## config.mk

```make
export PLATFORM = sky130hd
export DESIGN_NAME = imem_boot_ctrl
export DESIGN_NICKNAME = d
export VERILOG_FILES = /design/src/rtl/imem_boot_ctrl_pkg.sv /design/src/rtl/imem_boot_ctrl_byte2word_pack.sv /design/src/rtl/imem_boot_ctrl.sv
export SDC_FILE = /design/constraint.sdc
export NUM_CORES = 1
export LEC_CHECK = 0
export BUFFER_PORTS_ARGS = -buffer_cell sky130_fd_sc_hd__buf_2
export CAP_MARGIN = 20
export CORE_MARGIN = 3
export CORE_UTILIZATION = 49
export DETAILED_ROUTE_END_ITERATION = 6
export PLACE_DENSITY = 0.8
export SYNTH_ARGS = -nofsm -noshare
export SYNTH_HDL_FRONTEND = slang
export SYNTH_SLANG_ARGS = --single-unit
```

## constraint.sdc

```tcl
create_clock -name clk_i -period 2.4 [get_ports clk_i]
set_clock_uncertainty 0.05 [all_clocks]
set_input_delay 0.6 -clock clk_i [delete_from_list [all_inputs] [get_ports clk_i]]
set_output_delay 0.6 -clock clk_i [all_outputs]
set_load 0.1 [all_outputs]
```

## src/rtl/imem_boot_ctrl_pkg.sv

```systemverilog
// Shared definitions for the instruction-memory boot loader: memory geometry,
// the NOP fed to the core while it is held, FSM state codes and state decode helpers.
package imem_boot_ctrl_pkg;

    localparam int          IMEM_AW   = 10;
    localparam logic [31:0] NOP_INSTR = 32'h0000_0013;

    localparam logic [2:0] ST_IDLE = 3'd0;
    localparam logic [2:0] ST_HDR0 = 3'd1;
    localparam logic [2:0] ST_HDR1 = 3'd2;
    localparam logic [2:0] ST_DATA = 3'd3;
    localparam logic [2:0] ST_CSUM = 3'd4;
    localparam logic [2:0] ST_DONE = 3'd5;
    localparam logic [2:0] ST_ERR  = 3'd6;

    // States in which the stream is being consumed (byte_ready and timeout active).
    function automatic logic is_loading(input logic [2:0] st);
        return (st == ST_HDR0) || (st == ST_HDR1) || (st == ST_DATA) || (st == ST_CSUM);
    endfunction

    // States in which the core is held and fed NOPs.
    function automatic logic is_holding(input logic [2:0] st);
        return is_loading(st) || (st == ST_ERR);
    endfunction

endpackage

```

## src/rtl/imem_boot_ctrl_byte2word_pack.sv

```systemverilog
// Collects little-endian bytes into 32-bit words. The completed word and its
// valid flag are presented in the same cycle the fourth byte is offered, so the
// parent can register the word on the accepting edge.
module imem_boot_ctrl_byte2word_pack (
    input  logic        clk_i,
    input  logic        rst_n_i,
    input  logic        clr_i,
    input  logic        byte_en_i,
    input  logic [7:0]  byte_data_i,
    output logic        word_valid_o,
    output logic [31:0] word_o
);

    logic [1:0]  lane_r;
    logic [23:0] shift_r;

    // Lane counter and shift register holding the first three bytes of a word.
    always_ff @(posedge clk_i or negedge rst_n_i) begin
        if (!rst_n_i) begin
            lane_r  <= 2'd0;
            shift_r <= 24'h00_0000;
        end else if (clr_i) begin
            lane_r  <= 2'd0;
            shift_r <= 24'h00_0000;
        end else if (byte_en_i) begin
            lane_r  <= lane_r + 2'd1;
            shift_r <= {byte_data_i, shift_r[23:8]};
        end else begin
            lane_r  <= lane_r;
            shift_r <= shift_r;
        end
    end

    assign word_valid_o = byte_en_i && (lane_r == 2'd3);
    assign word_o       = {byte_data_i, shift_r};

endmodule

```

## src/rtl/imem_boot_ctrl.sv

```systemverilog
// Boot-time loader for the instruction memory. Receives a byte stream
// (16-bit word count, little-endian words, XOR checksum word), writes the words
// into IMEM and holds the core on NOPs until the program is verified.
module imem_boot_ctrl
    import imem_boot_ctrl_pkg::*;
#(
    parameter int          AW      = IMEM_AW,
    parameter int          TIMEOUT = 100000,
    parameter logic [31:0] NOP     = NOP_INSTR
) (
    input  logic          clk_i,
    input  logic          rst_n_i,
    input  logic          boot_req_i,
    input  logic          byte_valid_i,
    input  logic [7:0]    byte_data_i,
    output logic          byte_ready_o,
    input  logic [31:0]   pc_i,
    output logic [31:0]   instr_o,
    output logic          cpu_hold_o,
    output logic [31:0]   mem_rdaddr_o,
    input  logic [31:0]   mem_rddata_i,
    output logic          mem_wr_en_o,
    output logic [AW-1:0] mem_wr_addr_o,
    output logic [31:0]   mem_wr_data_o,
    output logic          busy_o,
    output logic          done_o,
    output logic          err_o
);

    localparam int DEPTH = 2 ** AW;
    localparam int TW    = $clog2(TIMEOUT + 1);

    logic [2:0]    state_r;
    logic [2:0]    state_nxt_s;
    logic          byte_acc_s;
    logic          enter_hdr0_s;
    logic          pack_en_s;
    logic          word_valid_s;
    logic [31:0]   word_s;
    logic [15:0]   cnt_s;
    logic          last_word_s;
    logic          to_hit_s;
    logic [AW:0]   idx_next_s;

    logic [7:0]    hdr_lo_r;
    logic [15:0]   cnt_r;
    logic [AW:0]   word_idx_r;
    logic [31:0]   csum_r;
    logic [TW-1:0] to_cnt_r;

    logic          byte_ready_r;
    logic          hold_r;
    logic          done_r;
    logic          err_r;
    logic          pass_r;
    logic          mem_wr_en_r;
    logic [AW-1:0] mem_wr_addr_r;
    logic [31:0]   mem_wr_data_r;

    assign byte_acc_s   = byte_valid_i && byte_ready_r;
    assign enter_hdr0_s = ((state_r == ST_IDLE) || (state_r == ST_ERR)) && boot_req_i;
    assign pack_en_s    = byte_acc_s && ((state_r == ST_DATA) || (state_r == ST_CSUM));
    assign cnt_s        = {byte_data_i, hdr_lo_r};
    assign idx_next_s   = word_idx_r + {{AW{1'b0}}, 1'b1};
    assign last_word_s  = (16'(idx_next_s) == cnt_r);
    assign to_hit_s     = is_loading(state_r) && !byte_acc_s
                          && (to_cnt_r == TW'(TIMEOUT - 1));

    imem_boot_ctrl_byte2word_pack u_pack (
        .clk_i        (clk_i),
        .rst_n_i      (rst_n_i),
        .clr_i        (enter_hdr0_s),
        .byte_en_i    (pack_en_s),
        .byte_data_i  (byte_data_i),
        .word_valid_o (word_valid_s),
        .word_o       (word_s)
    );

    // Next-state decision for the load sequence.
    always_comb begin
        state_nxt_s = state_r;
        case (state_r)
            ST_IDLE: begin
                if (boot_req_i) state_nxt_s = ST_HDR0;
                else            state_nxt_s = ST_IDLE;
            end
            ST_HDR0: begin
                if (to_hit_s)        state_nxt_s = ST_ERR;
                else if (byte_acc_s) state_nxt_s = ST_HDR1;
                else                 state_nxt_s = ST_HDR0;
            end
            ST_HDR1: begin
                if (to_hit_s)                             state_nxt_s = ST_ERR;
                else if (!byte_acc_s)                     state_nxt_s = ST_HDR1;
                else if (cnt_s == 16'h0000)               state_nxt_s = ST_CSUM;
                else if (32'(cnt_s) > 32'(DEPTH))         state_nxt_s = ST_ERR;
                else                                      state_nxt_s = ST_DATA;
            end
            ST_DATA: begin
                if (to_hit_s)                         state_nxt_s = ST_ERR;
                else if (word_valid_s && last_word_s) state_nxt_s = ST_CSUM;
                else                                  state_nxt_s = ST_DATA;
            end
            ST_CSUM: begin
                if (to_hit_s)            state_nxt_s = ST_ERR;
                else if (!word_valid_s)  state_nxt_s = ST_CSUM;
                else if (word_s == csum_r) state_nxt_s = ST_DONE;
                else                     state_nxt_s = ST_ERR;
            end
            ST_DONE: state_nxt_s = ST_IDLE;
            ST_ERR: begin
                if (boot_req_i) state_nxt_s = ST_HDR0;
                else            state_nxt_s = ST_ERR;
            end
            default: state_nxt_s = ST_IDLE;
        endcase
    end

    // State register.
    always_ff @(posedge clk_i or negedge rst_n_i) begin
        if (!rst_n_i) state_r <= ST_IDLE;
        else          state_r <= state_nxt_s;
    end

    // Header capture, word index, running checksum and inter-byte timeout counter.
    always_ff @(posedge clk_i or negedge rst_n_i) begin
        if (!rst_n_i) begin
            hdr_lo_r   <= 8'h00;
            cnt_r      <= 16'h0000;
            word_idx_r <= '0;
            csum_r     <= 32'h0000_0000;
            to_cnt_r   <= '0;
        end else if (enter_hdr0_s) begin
            hdr_lo_r   <= 8'h00;
            cnt_r      <= 16'h0000;
            word_idx_r <= '0;
            csum_r     <= 32'h0000_0000;
            to_cnt_r   <= '0;
        end else begin
            if (is_loading(state_r) && !byte_acc_s) to_cnt_r <= to_cnt_r + {{(TW-1){1'b0}}, 1'b1};
            else                                    to_cnt_r <= '0;
            if ((state_r == ST_HDR0) && byte_acc_s) hdr_lo_r <= byte_data_i;
            else                                    hdr_lo_r <= hdr_lo_r;
            if ((state_r == ST_HDR1) && byte_acc_s) cnt_r <= cnt_s;
            else                                    cnt_r <= cnt_r;
            if ((state_r == ST_DATA) && word_valid_s) begin
                csum_r     <= csum_r ^ word_s;
                word_idx_r <= idx_next_s;
            end else begin
                csum_r     <= csum_r;
                word_idx_r <= word_idx_r;
            end
        end
    end

    // IMEM write port: one strobe in the cycle after a data word completes.
    always_ff @(posedge clk_i or negedge rst_n_i) begin
        if (!rst_n_i) begin
            mem_wr_en_r   <= 1'b0;
            mem_wr_addr_r <= '0;
            mem_wr_data_r <= 32'h0000_0000;
        end else if ((state_r == ST_DATA) && word_valid_s) begin
            mem_wr_en_r   <= 1'b1;
            mem_wr_addr_r <= word_idx_r[AW-1:0];
            mem_wr_data_r <= word_s;
        end else begin
            mem_wr_en_r   <= 1'b0;
            mem_wr_addr_r <= mem_wr_addr_r;
            mem_wr_data_r <= mem_wr_data_r;
        end
    end

    // Status flags registered from the next state so they line up with state_r.
    always_ff @(posedge clk_i or negedge rst_n_i) begin
        if (!rst_n_i) begin
            byte_ready_r <= 1'b0;
            hold_r       <= 1'b0;
            done_r       <= 1'b0;
            err_r        <= 1'b0;
            pass_r       <= 1'b1;
        end else begin
            byte_ready_r <= is_loading(state_nxt_s);
            hold_r       <= is_holding(state_nxt_s);
            done_r       <= (state_nxt_s == ST_DONE);
            err_r        <= (state_nxt_s == ST_ERR);
            pass_r       <= (state_nxt_s == ST_IDLE) || (state_nxt_s == ST_DONE);
        end
    end

    assign byte_ready_o  = byte_ready_r;
    assign cpu_hold_o    = hold_r;
    assign busy_o        = hold_r;
    assign done_o        = done_r;
    assign err_o         = err_r;
    assign mem_wr_en_o   = mem_wr_en_r;
    assign mem_wr_addr_o = mem_wr_addr_r;
    assign mem_wr_data_o = mem_wr_data_r;

    // The fetch path is a pure pass-through once the core is released.
    assign instr_o      = hold_r ? NOP : mem_rddata_i;
    assign mem_rdaddr_o = pass_r ? pc_i : 32'h0000_0000;

endmodule

```

Yosys cells after proc, flatten, opt, wreduce, memory -nomap -nowiden:

Index checks and enable logic that the tools add are counted.

* bits in registers: 161
* output and inout port bits: 112
* logic and storage cells: 95
* input port bits: 76

* mux-type cells: 31
* order comparisons: 1
* equality and inequality tests: 15
* $add $sub $neg: 3
* bitwise operators: 1
* reductions and logical operators: 28

Operator list (number)
* $mux 32: 4
* $mux 24: 2
* $mux 17: 2
* $eq 32x32->1: 1
* $mux 16: 2
* $xor 32x32->32: 1
* $mux 3: 8
* $mux 11: 2
* $pmux 3 s6: 1
* $add 17x1->17 const B: 1
* $eq 17x17->1 const B: 1
* $eq 11x16->1: 1
* $gt 16x11->1 const B: 1
* $logic_not 16->1: 1
* $mux 8: 2
* $eq 3x3->1 const B: 5
* $eq 3x2->1 const B: 4
* $mux 2: 6
* $add 11x1->11 const B: 1
* $logic_and 1x1->1: 10
* $logic_or 1x1->1: 10
* $reduce_bool 2->1: 4
* $eq 3x1->1 const B: 2
* $logic_not 3->1: 2
* 4 further kinds: 5

Depth between registers and ports, before layout:

* depth after elaboration: 13
* depth in mapped cells: 10
* gate-level depth less buffers: 8

Hierarchy:

A second synthesis with hierarchy kept.

* cells, all modules: 869
* area, all modules: 7976.4 um^2

By module, submodules not included
* imem_boot_ctrl: seq. area each 3379.5 um^2, area an instance 6822.8 um^2, cells each 775, instances 1
* imem_boot_ctrl_byte2word_pack: seq. area each 650.6 um^2, area an instance 1153.6 um^2, cells each 94, instances 1

Worst setup path after synthesis:

OpenSTA, ideal clock, no wires.

* path kind: reg-to-output
* start point: register hold_r (netlist: busy_o)
* end point: output instr_o[10]
* cell stages (with the launch flop): 3
* required time: 1750 ps
* arrival: 2442 ps
* buffers on the path: 1
* path slack: -692 ps
* path through: dfrtp_1 > clkbuf_1 > nor2b_1

* longest elaborated chain between the ends: 1

RTL lines
* start: declaration: RTL line imem_boot_ctrl.sv:52 `logic hold_r;`
* start signal: assignment: RTL line imem_boot_ctrl.sv:183 `hold_r <= is_holding(state_nxt_s);`
* $mux 32: RTL line imem_boot_ctrl.sv:200 `assign instr_o = hold_r ? NOP : mem_rddata_i;`
* end: declaration: RTL line imem_boot_ctrl.sv:18 `output logic [31:0] instr_o,`

No other way between the ends.

Final worst setup path:

* start point: register word_idx_r[6]
* end point: register state_r[0]

* longest elaborated chain between the ends: 6

RTL lines
* start: declaration: RTL line imem_boot_ctrl.sv:47 `logic [AW:0] word_idx_r;`
* start signal: assignment: RTL line imem_boot_ctrl.sv:148 `word_idx_r <= idx_next_s;`
* start signal: assignment: RTL line imem_boot_ctrl.sv:151 `word_idx_r <= word_idx_r;`
* $add 11x1->11: RTL line imem_boot_ctrl.sv:64 `assign idx_next_s = word_idx_r + {{AW{1'b0}}, 1'b1};`
* $eq 11x16->1: RTL line imem_boot_ctrl.sv:65 `assign last_word_s = (16'(idx_next_s) == cnt_r);`
* $logic_and 1x1->1: RTL line imem_boot_ctrl.sv:101 `else if (word_valid_s && last_word_s) state_nxt_s = ST_CSUM;`
* $mux 3: RTL line imem_boot_ctrl.sv:101
* $mux 3: RTL line imem_boot_ctrl.sv:100 `if (to_hit_s) state_nxt_s = ST_ERR;`
* $pmux 3 s6: RTL line imem_boot_ctrl.sv:82 `case (state_r)`
* via state_nxt_s[0]: RTL line imem_boot_ctrl.sv:34 `logic [2:0] state_nxt_s;`
* end signal: assignment: RTL line imem_boot_ctrl.sv:122 `else state_r <= state_nxt_s;`
* end: declaration: RTL line imem_boot_ctrl.sv:33 `logic [2:0] state_r;`

The timed path passes the listed nets, and every way through them passes these cells.
A chain may end at the register's enable or synchronous reset.

==> results.md <==
- GR Layer Usage met3: 0.04905
- Worst Path Arrival: 2.68 ns
- Tightest Hold Check Type: primary input to asynchronous set/reset pin
- Fillers: 1215
- Initial Utilization: 0.5088
- Psw: 5.535 mW
- Routed wire per std cell: 16.33 um
- Number of H-tree levels: 4
- Total routed wirelength: 21820 um
- Critical path launch point type: register
- Die width: 132.6 um
- Via count: 7095
- Final Util: 0.6797
- Fin. Hold Viols: 0
- Worst VDD drop: 0.9352 mV
- Yosys warns: 0
- Top Usage Layer GRT: met2
- Failing checks: setup timing
- DP HPWL: 15150 um
- Clock power frac: 0.227
- Clk_lat worst skew: 0.43 ns
- Ys flop type: dfrtp_1
- Max_slew headroom: 0.6314
- Post-route ant nets: 0
- Flop pwr share: 0.303
- Crit-path max cell delay: 0.37 ns
- Tightest Pin Transition: 0.5529 ns
- Final TNS setup: -0.03024 ns
- Max FO, Critical Path: 4
- Critical R2R Capture: state_r[0]
- CTS tree: built
- Final worst slack: -0.02813 ns
- IO Port Bufs: 187
- Row Count: 45
- Post-Synthesis Cells: 892
- EDFF count, synth: 0
- Area used by multi-input combinational logic: 3854 um^2
- Worst-path clk slew: 0.06 ns
- Largest net degree at the start of global routing: 91
- Met2 global-route usage: 0.4007
- Hold_buf cts: 0
- Crit. End Element: register
- Tcrit/Tclk final: 1.012
- First-pass GRT wire length: 35260 um
- Origin of the critical flop-to-flop path: word_idx_r[6]
- Sequential fraction of the synthesis area: 0.5134
- CP Class: register to register
- Part of the power in combinational logic: 0.470
- DRC violation count after routing: 0
- Worst R2R Path Depth: 9
- Max-slew violation count: 0
- Initial antenna violation count: 0
- Initial DRC Count: 649
- GP Congestion: 0.8688
- CP required: 2.65 ns
- Outcome: complete, but fails checks
- Die ar.: 17570 um^2
- # setup viols final: 2
- Library cells used by synthesis: 50
- Max Fclk: 411.8 MHz
- Yosys reg bits: 161
- First-pass DRT Iterations: 7
- PD cells: 1103 nW/um^2
- CTS Buffer Depth: 2
- Vias/cell: 5.311
- Ports: 188
- Core Footprint: 15430 um^2
- Crit-path cells: nand4_1 -> buf_4 -> nor2_2 -> nand3_1 -> or3_4 -> a2111oi_4 -> buf_4 -> a211oi_1 -> or3_1
- RSZ-0062 raised after global routing: true
- Gr usage total: 0.2475
- Synth Cell Area: 7850 um^2
- Layout cells sized above 1: 0.3040
- Syn Nets: 971
- Global route overflow: 0
- Max cap viols: 0
- Register area: 4035 um^2
- Layout net count: 1191
- Clock Sinks: 161
- Inserted Clock Buffers: 17
- Worst path slowest cell: or3_4
- Cell mode on critical path: buf_4
- Root buf cell: clkbuf_16
- Die Y: 132.6 um
- Fin Hold WS: 0.09599 ns
- Post-synthesis average cell area: 8.800 um^2
- P_int: 6.032 mW
- Area growth from synthesis to layout: 33.58%
- Met1 Track Usage GR: 0.3416
- End of the critical path: state_r[0]
- Period minus WS final: 2.428 ns
- Leakage: 5.240 nW
- Fraction of registers with async set or reset after synthesis: 1.000
- Crit. Startpoint: word_idx_r[6]
- Number of global-route vias before repair: 6919
- Register-to-register path setup slack: -0.03 ns
- Post-place setup slack: -0.4242 ns
- ANT cells: 0
- Sw Ratio: 0.4785
[through the flow]
step	instances	power (mW)	area, um^2
4_1_cts	1335	11.55	10420
6_report	1336	11.57	10490
3_5_place_dp	1301	8.746	9678
3_3_place_gp	1301	8.674	9678
2_1_floorplan	892	7.560	8078
5_1_grt	1336	12.05	10490
[cell usage after synthesis (2+ instances only)]
library cell	count	area (um^2)
a21o_1	2	15.01
a21oi_1	52	260.3
a31oi_1	4	25.02
and2_1	33	206.5
and3_1	4	25.02
buf_1	5	18.77
buf_2	3	15.01
buf_4	2	15.01
buf_6	2	22.52
clkbuf_1	42	157.7
dfrtp_1	160	4004
ha_1	3	37.54
inv_1	6	22.52
mux2i_1	11	110.1
nand2_1	227	852.1
nand2b_1	3	18.77
nand3_1	15	75.07
nand3b_1	2	15.01
nand4_1	14	87.58
nor2_1	69	259.0
nor2b_1	33	206.5
nor3_1	5	25.02
nor4_1	7	43.79
nor4b_1	2	17.52
o211ai_1	2	15.01
o21ai_0	85	425.4
o31ai_1	5	37.54
o41ai_1	3	26.28
or2_2	3	18.77
or3_1	9	56.30
or4_1	3	22.52
xnor2_1	44	385.4
xor2_1	15	131.4
[sequential cells by signal (all words and copies together) (netlist names), 2 cells and up]
signal / cells
mem_wr_addr_o: 10
word_idx_r: 11
to_cnt_r: 17
hdr_lo_r: 8
u_pack.lane_r: 2
u_pack.shift_r: 24
csum_r: 32
state_r: 3
mem_wr_data_o: 32
cnt_r: 16
[cell usage in the layout (no fill, tap or decap), types with 4 or more instances in the layout]
| cell type | netlist | routed |
|---|---|---|
| clkinv_2 | 0 | 4 |
| nor2b_1 | 33 | 4 |
| nor4_1 | 7 | 6 |
| nand4_1 | 14 | 14 |
| buf_12 | 0 | 10 |
| dfrtp_1 | 160 | 158 |
| buf_2 | 3 | 125 |
| nand2_1 | 227 | 227 |
| and2_1 | 33 | 33 |
| nor2b_4 | 0 | 26 |
| inv_1 | 6 | 6 |
| mux2i_1 | 11 | 11 |
| clkinvlp_4 | 0 | 4 |
| xor2_1 | 15 | 15 |
| a31oi_1 | 4 | 4 |
| a21oi_1 | 52 | 50 |
| nand3_1 | 15 | 14 |
| nor2_1 | 69 | 67 |
| nor3_1 | 5 | 5 |
| clkbuf_16 | 0 | 17 |
| o31ai_1 | 5 | 4 |
| buf_4 | 2 | 117 |
| or3_1 | 9 | 8 |
| xnor2_1 | 44 | 44 |
| o21ai_0 | 85 | 83 |
[cells by family after synthesis]
group / share of synthesized area
compound gates: 0.1144
xor+xnor: 0.06886
fa+ha+maj: 0.006057
buf+inv: 0.03204
flops: 0.5134
mux: 0.01403
simple gates: 0.2512
[how the worst min path moves through the flow]
stage / end / cells past startpoint / startpoint / slack [ns]
6_report: mem_wr_addr_o[5] / 1 / rst_n_i / 0.1
4_1_cts: mem_wr_data_o[23] / 1 / rst_n_i / 0.10
3_3_place_gp: mem_wr_data_o[24] / 2 / mem_wr_data_o[24] / 0.40
5_1_grt: mem_wr_addr_o[5] / 1 / rst_n_i / 0.13
3_5_place_dp: mem_wr_data_o[22] / 2 / mem_wr_data_o[22] / 0.41
2_1_floorplan: busy_o / 0 / rst_n_i / 0.25
[power groups by stage]
stage,Sequential (mW),Combinational [mW],Clock (mW)
after floorplan,3.65,3.91,0
after global placement,3.52,5.16,0
after detailed placement,3.53,5.21,0
after CTS,3.49,5.39,2.67
after global routing,3.57,5.70,2.78
final,3.51,5.43,2.63
[worst max-delay path, delay by kind of cell (launching register included)]
family	cells	cell delay [ns]
flops	1	0.35
compound gates	2	0.41
simple gates	5	1.09
buf+inv	2	0.39
[final cells by class]
class	instances	share of cell area
clock inverter	12	0.01014
sequential	161	0.3848
clock buffer	20	0.04451
inverter	6	0.002148
tap	211	0.02518
multi-input combinational	671	0.3675
timing repair buffer	255	0.1657
[per-layer routing]
layer	wire (um)	share of wire
met2	10730	0.49
met5	0	0
met3	1183	0.054
met1	9480	0.43
met4	426	0.020
[repair_timing]
item	in CTS	in global routing
setup endpoints to repair	59	41
pin swaps	6	8
buffers inserted	2	1
gates resized for setup	60	13
cloned	0	0
(Power assumes the default switching activity.)
